[src/rtl/cordic_pkg.sv]
// cordic_pkg: constants and types shared by the CORDIC_Vector source, pipeline and collector
package cordic_pkg;
  localparam int CORDIC_WIDTH = 32;
  localparam int CORDIC_LATENCY = 34;
  localparam logic [31:0] CORDIC_K = 32'h9b74;
  typedef logic signed [31:0] mag_t;
endpackage

[src/rtl/mag_fifo.sv]
// mag_fifo: synchronous first-word-fall-through FIFO; head reads as zero while empty
module mag_fifo #(
  parameter int WIDTH = 32,
  parameter int DEPTH = 8
) (
  input  logic                     clk,
  input  logic                     rst,
  input  logic                     wr_en,
  input  logic [WIDTH-1:0]         wr_data,
  input  logic                     rd_en,
  output logic [WIDTH-1:0]         rd_data,
  output logic                     empty,
  output logic                     full,
  output logic [$clog2(DEPTH):0]   count
);
  localparam int AW = $clog2(DEPTH);
  logic [WIDTH-1:0] mem_q [DEPTH];
  logic [WIDTH-1:0] mem_d [DEPTH];
  logic [AW-1:0] wp_q, wp_d, rp_q, rp_d;
  logic [AW:0] cnt_q, cnt_d;
  logic wr, rd;
  assign empty = cnt_q == '0;
  assign full = cnt_q == (AW+1)'(DEPTH);
  assign count = cnt_q;
  assign rd_data = empty ? '0 : mem_q[rp_q];
  // a write into a full FIFO is only taken when the head leaves on the same edge
  always_comb begin
    rd = rd_en && !empty;
    wr = wr_en && (!full || rd);
    wp_d = wr ? wp_q + 1'b1 : wp_q;
    rp_d = rd ? rp_q + 1'b1 : rp_q;
    cnt_d = cnt_q + (AW+1)'(wr) - (AW+1)'(rd);
    mem_d = mem_q;
    if (wr) mem_d[wp_q] = wr_data;
  end
  // pointer and occupancy registers
  always_ff @(posedge clk) begin
    if (rst) begin
      wp_q <= '0;
      rp_q <= '0;
      cnt_q <= '0;
    end else begin
      wp_q <= wp_d;
      rp_q <= rp_d;
      cnt_q <= cnt_d;
    end
  end
  // storage needs no reset: entries are only visible through the pointers
  always_ff @(posedge clk) mem_q <= mem_d;
endmodule

[src/rtl/cordic_mag_collector.sv]
// cordic_mag_collector: tracks CORDIC_Vector samples with tokens and buffers magnitudes under credit control
module cordic_mag_collector import cordic_pkg::*; #(
  parameter int WIDTH = CORDIC_WIDTH,
  parameter int LATENCY = CORDIC_LATENCY,
  parameter int DEPTH = 8
) (
  input  logic                       clk,
  input  logic                       RST,
  input  logic                       s_valid,
  output logic                       s_ready,
  input  logic [WIDTH-1:0]           mag_in,
  output logic                       m_valid,
  input  logic                       m_ready,
  output logic [WIDTH-1:0]           m_data,
  output logic [$clog2(DEPTH):0]     fill,
  output logic [$clog2(LATENCY):0]   inflight,
  output logic                       ovf
);
  localparam int IW = $clog2(LATENCY) + 1;
  logic [LATENCY-1:0] tok_q, tok_d;
  logic [IW-1:0] inflight_q, inflight_d;
  logic ovf_q, ovf_d;
  logic issue, arrival, pop, wr_en, empty, full;
  // a credit is owed to every sample in the pipe and every result in the FIFO
  assign s_ready = (32'(inflight_q) + 32'(fill)) < 32'(DEPTH);
  assign m_valid = !empty;
  assign inflight = inflight_q;
  assign ovf = ovf_q;
  // token line shift, inflight accounting and overflow detection
  always_comb begin
    issue = s_valid && s_ready;
    arrival = tok_q[LATENCY-1];
    pop = m_valid && m_ready;
    wr_en = arrival && (!full || pop);
    tok_d = {tok_q[LATENCY-2:0], issue};
    inflight_d = inflight_q + IW'(issue) - IW'(arrival);
    ovf_d = ovf_q || (arrival && full && !pop);
  end
  // state registers; reset drops every token so stale pipeline results are ignored
  always_ff @(posedge clk) begin
    if (RST) begin
      tok_q <= '0;
      inflight_q <= '0;
      ovf_q <= 1'b0;
    end else begin
      tok_q <= tok_d;
      inflight_q <= inflight_d;
      ovf_q <= ovf_d;
    end
  end
  mag_fifo #(.WIDTH(WIDTH), .DEPTH(DEPTH)) u_fifo (
    .clk(clk),
    .rst(RST),
    .wr_en(wr_en),
    .wr_data(mag_in),
    .rd_en(m_ready),
    .rd_data(m_data),
    .empty(empty),
    .full(full),
    .count(fill)
  );
endmodule
[config.mk]
export PLATFORM = sky130hd
export DESIGN_NAME = cordic_mag_collector
export DESIGN_NICKNAME = d
export VERILOG_FILES = /design/src/rtl/cordic_pkg.sv /design/src/rtl/mag_fifo.sv /design/src/rtl/cordic_mag_collector.sv
export SDC_FILE = /design/constraint.sdc
export NUM_CORES = 1
export LEC_CHECK = 0
export BUFFER_PORTS_ARGS = -buffer_cell sky130_fd_sc_hd__buf_2
export CORE_MARGIN = 5
export CORE_UTILIZATION = 26
export CTS_CLUSTER_DIAMETER = 120
export DETAILED_ROUTE_END_ITERATION = 16
export HOLD_SLACK_MARGIN = 0.1
export PLACE_DENSITY = 0.4
export SLEW_MARGIN = 20
export SYNTH_ARGS = -nofsm -noshare
export SYNTH_HDL_FRONTEND = slang
export SYNTH_SLANG_ARGS = --single-unit
[constraint.sdc]
create_clock -name clk -period 4 [get_ports clk]
set_input_delay 0.2 -clock clk [delete_from_list [all_inputs] [get_ports clk]]
set_output_delay 0.2 -clock clk [all_outputs]
set_load 0.005 [all_outputs]
==> flow_summary.ini <==
[logic_synthesis]
netlist_area_um2 = 11900
synth_seq_cells = 308
yosysTopAreaCellShare = 0.644
yosysWarnings = 0
synthCells = 630
yosysTopAreaCell = edfxtp_1
seq_area_frac_synth = 0.731
synth-async-reset-ratio = 0
ys_top_cells_by_area = edfxtp_1, mux4_2, dfxtp_1, mux2i_1, ha_1
yosysUniqueCellTypes = 45
synth_common_cells = edfxtp_1, mux4_2, nor2_1
synth_most_common_cell = edfxtp_1
synth_nets = 688
synth_edf_count = 256
synthFlopType = edfxtp_1
syn_avg_cell_area_um2 = 18.9

[timing]
timing.final.crit_share = 0.860
fin_crit_ns = 3.44
hold-worst-slack_ns = 0.310
rsz0062_at_grt = no
max_clock_freq_mhz = 291
tightest_slew_ns = 0.960
setup_viol = 0
slew_headroom = 0.360
slew_viol_final = 0
hold_viol = 0
fin_skew_ns = 0.0133
setup_tns_ns = 0

[finish]
final_layout_size_suffix_gt1_frac = 0.288
fin_cells = 1399
fillers = 4367
synthToLayoutAreaGrowth_pct = 22.7
postLayoutCellArea_um2 = 14600
seq_area_um2 = 8740
nets = 833
multi_input_area_um2 = 3010
antenna_cells = 0

[flow_run]
drv_cap = 0

[power_and_ir_drop]
power.density_nw_per_um2 = 603
leakage_nw = 4.88
ir_drop_mv = 0.319

[critical_path]
critical_path.max_stage_delay_ns = 0.47
path_cells = ha_1 > a31o_2 > a21oi_2 > mux2i_1 > o211ai_1 > ha_1 > inv_1 > ha_1 > fa_1 > a21o_1 > a21oi_1 > xnor2_1 > nor2_1
worst_path_max_delay_cell = dfxtp_1
crit_type = reg -> reg
worstPathRequired_ns = 4.36
crit_arrival_ns = 3.80
path_max_fanout = 7
crit_top_cell = ha_1
critPathLaunchType = flop
worstSetupEndpointType = flop

[clock_network]
cts_num_sinks = 308
htree_levels = 2
cts_tree = yes
cts_made_buffers = 37
path_clk_slew_ns = 0.06
cts-resized-gates = 0
cts_buffer_depth = 3
clock_latency_ns = 0.53
post_cts_buffers = 0
clock-root-buffer = clkbuf_16

[die]
floorplan.initialDensity = 0.263
die_h_um = 224
ioPinCount = 82
die_w_um = 224
die-area_um2 = 50300
core_um2 = 45400
num_rows = 78

[drt]
drtPass1Iterations = 4
vias = 5987
antenna_left = 0
routed_wl_um = 26900
drt_iter0_markers = 327
viasPerCell = 4.28
drc = 0
wl_per_cell_um = 19.2

[place]
io_buffer_count = 81
placed_cell_area_um2 = 13100
gp_congestion = 0.729
dp_cells = 1301
dp_hpwl_um = 15600

[global_route]
antenna_found_initial = 0
overflow = 0
grt_pass1_vias = 6607
grt_max_degree = 67
track_usage = 0.107
grt_pass1_wl_um = 40900

[worst_hold_path]
min_path_type = in -> reg

[status]
outcome = complete, no violations
placed cells by master (no fill, tap or decap), types with 3 or more instances in the layout:
| cell type | n |
|---|---|
| nor2_1 | 47 |
| edfxtp_1 | 256 |
| nor2_4 | 6 |
| buf_2 | 81 |
| dlygate4sd3_1 | 34 |
| a21o_1 | 3 |
| clkbuf_1 | 11 |
| buf_4 | 20 |
| inv_1 | 18 |
| nand2b_1 | 5 |
| clkbuf_16 | 38 |
| dfxtp_4 | 3 |
| xor2_1 | 4 |
| a21oi_1 | 4 |
| nand3_1 | 3 |
| nor2b_1 | 37 |
| dfxtp_1 | 49 |
| nand2_1 | 4 |
| xnor2_1 | 5 |
| mux4_2 | 64 |
| clkinv_2 | 4 |
| clkinv_1 | 5 |
| mux2i_1 | 35 |
| ha_1 | 20 |
| bufinv_16 | 3 |
logic make-up (layout without fill, tap and decap cells):
group / Yosys count / count (layout) / synth area share
AOI/OAI and AO/OA: 25 / 25 / 0.0154
xor gates and xnor gates: 9 / 9 / 0.00660
adders and majority gates: 22 / 22 / 0.0243
buffers and inverters: 49 / 218 / 0.0214
DFF: 308 / 308 / 0.731
muxes: 101 / 101 / 0.152
and+or+nand+nor: 116 / 116 / 0.0489
where the power goes:
part / internal [mW] / total (mW) / leakage (nW) / switching [mW]
sequential: 3.53 / 3.70 / 2.72 / 0.166
combinational: 0.978 / 1.95 / 1.60 / 0.974
clock: 1.93 / 3.18 / 0.559 / 1.24
metrics by stage:
step	setup WS [ns]	total power, mW	util
6_report	0.562	8.83	0.323
4_1_cts	0.563	9.00	0.322
5_1_grt	0.389	9.33	0.323
3_3_place_gp	0.700	5.72	0.289
2_1_floorplan	0.181	5.06	-
3_5_place_dp	0.574	5.74	0.289
timing repair:
action,CTS,global route
hold buffers,34,0
endpoints found under the setup margin,0,0
hold endpoints to repair,258,0
worst max-delay path: cells and delay by family, from the launching register on:
kind            cells  cell delay, ns
fa+ha+maj           4            1.20
compound gates      5            1.05
flops               1            0.47
mux                 1            0.30
xor+xnor            1            0.16
simple gates        1            0.06
buf+inv             1            0.04
per-layer routing:
| metal | vias to the layer above | track usage | wire, um |
|---|---|---|---|
| li1 | 2740 | - | - |
| met1 | 3106 | 0.140 | 12000 |
| met2 | 96 | 0.177 | 13200 |
| met3 | 45 | 0.0247 | 1110 |
| met4 | 0 | 0.0352 | 598 |
| met5 | - | 0 | 0 |
worst paths after layout:
check,from,end,slack [ns],depth (start not counted)
max,u_fifo.count[1],inflight[4],0.56,13
min,RST,inflight[2],0.31,2
max reg2reg,u_fifo.count[1],inflight[4],0.56,13
min reg2reg,tok_q[6],tok_q[7],0.43,1
flip-flops by register name (all words and copies together), names as in the netlist:
register and flops:
u_fifo.rp_q 3, u_fifo.count 4, u_fifo.mem_q 256, inflight 7, ovf 1, u_fifo.wp_q 3
tok_q 34
area by class of cell:
cell class                 count  area share
clock inverter                14      0.0105
multi-input combinational    273       0.205
clock buffer                  49      0.0678
inverter                      19     0.00487
sequential                   308       0.597
tap                          600      0.0513
timing repair buffer         136      0.0631
No activity file was read; power rests on OpenSTA's default activity.
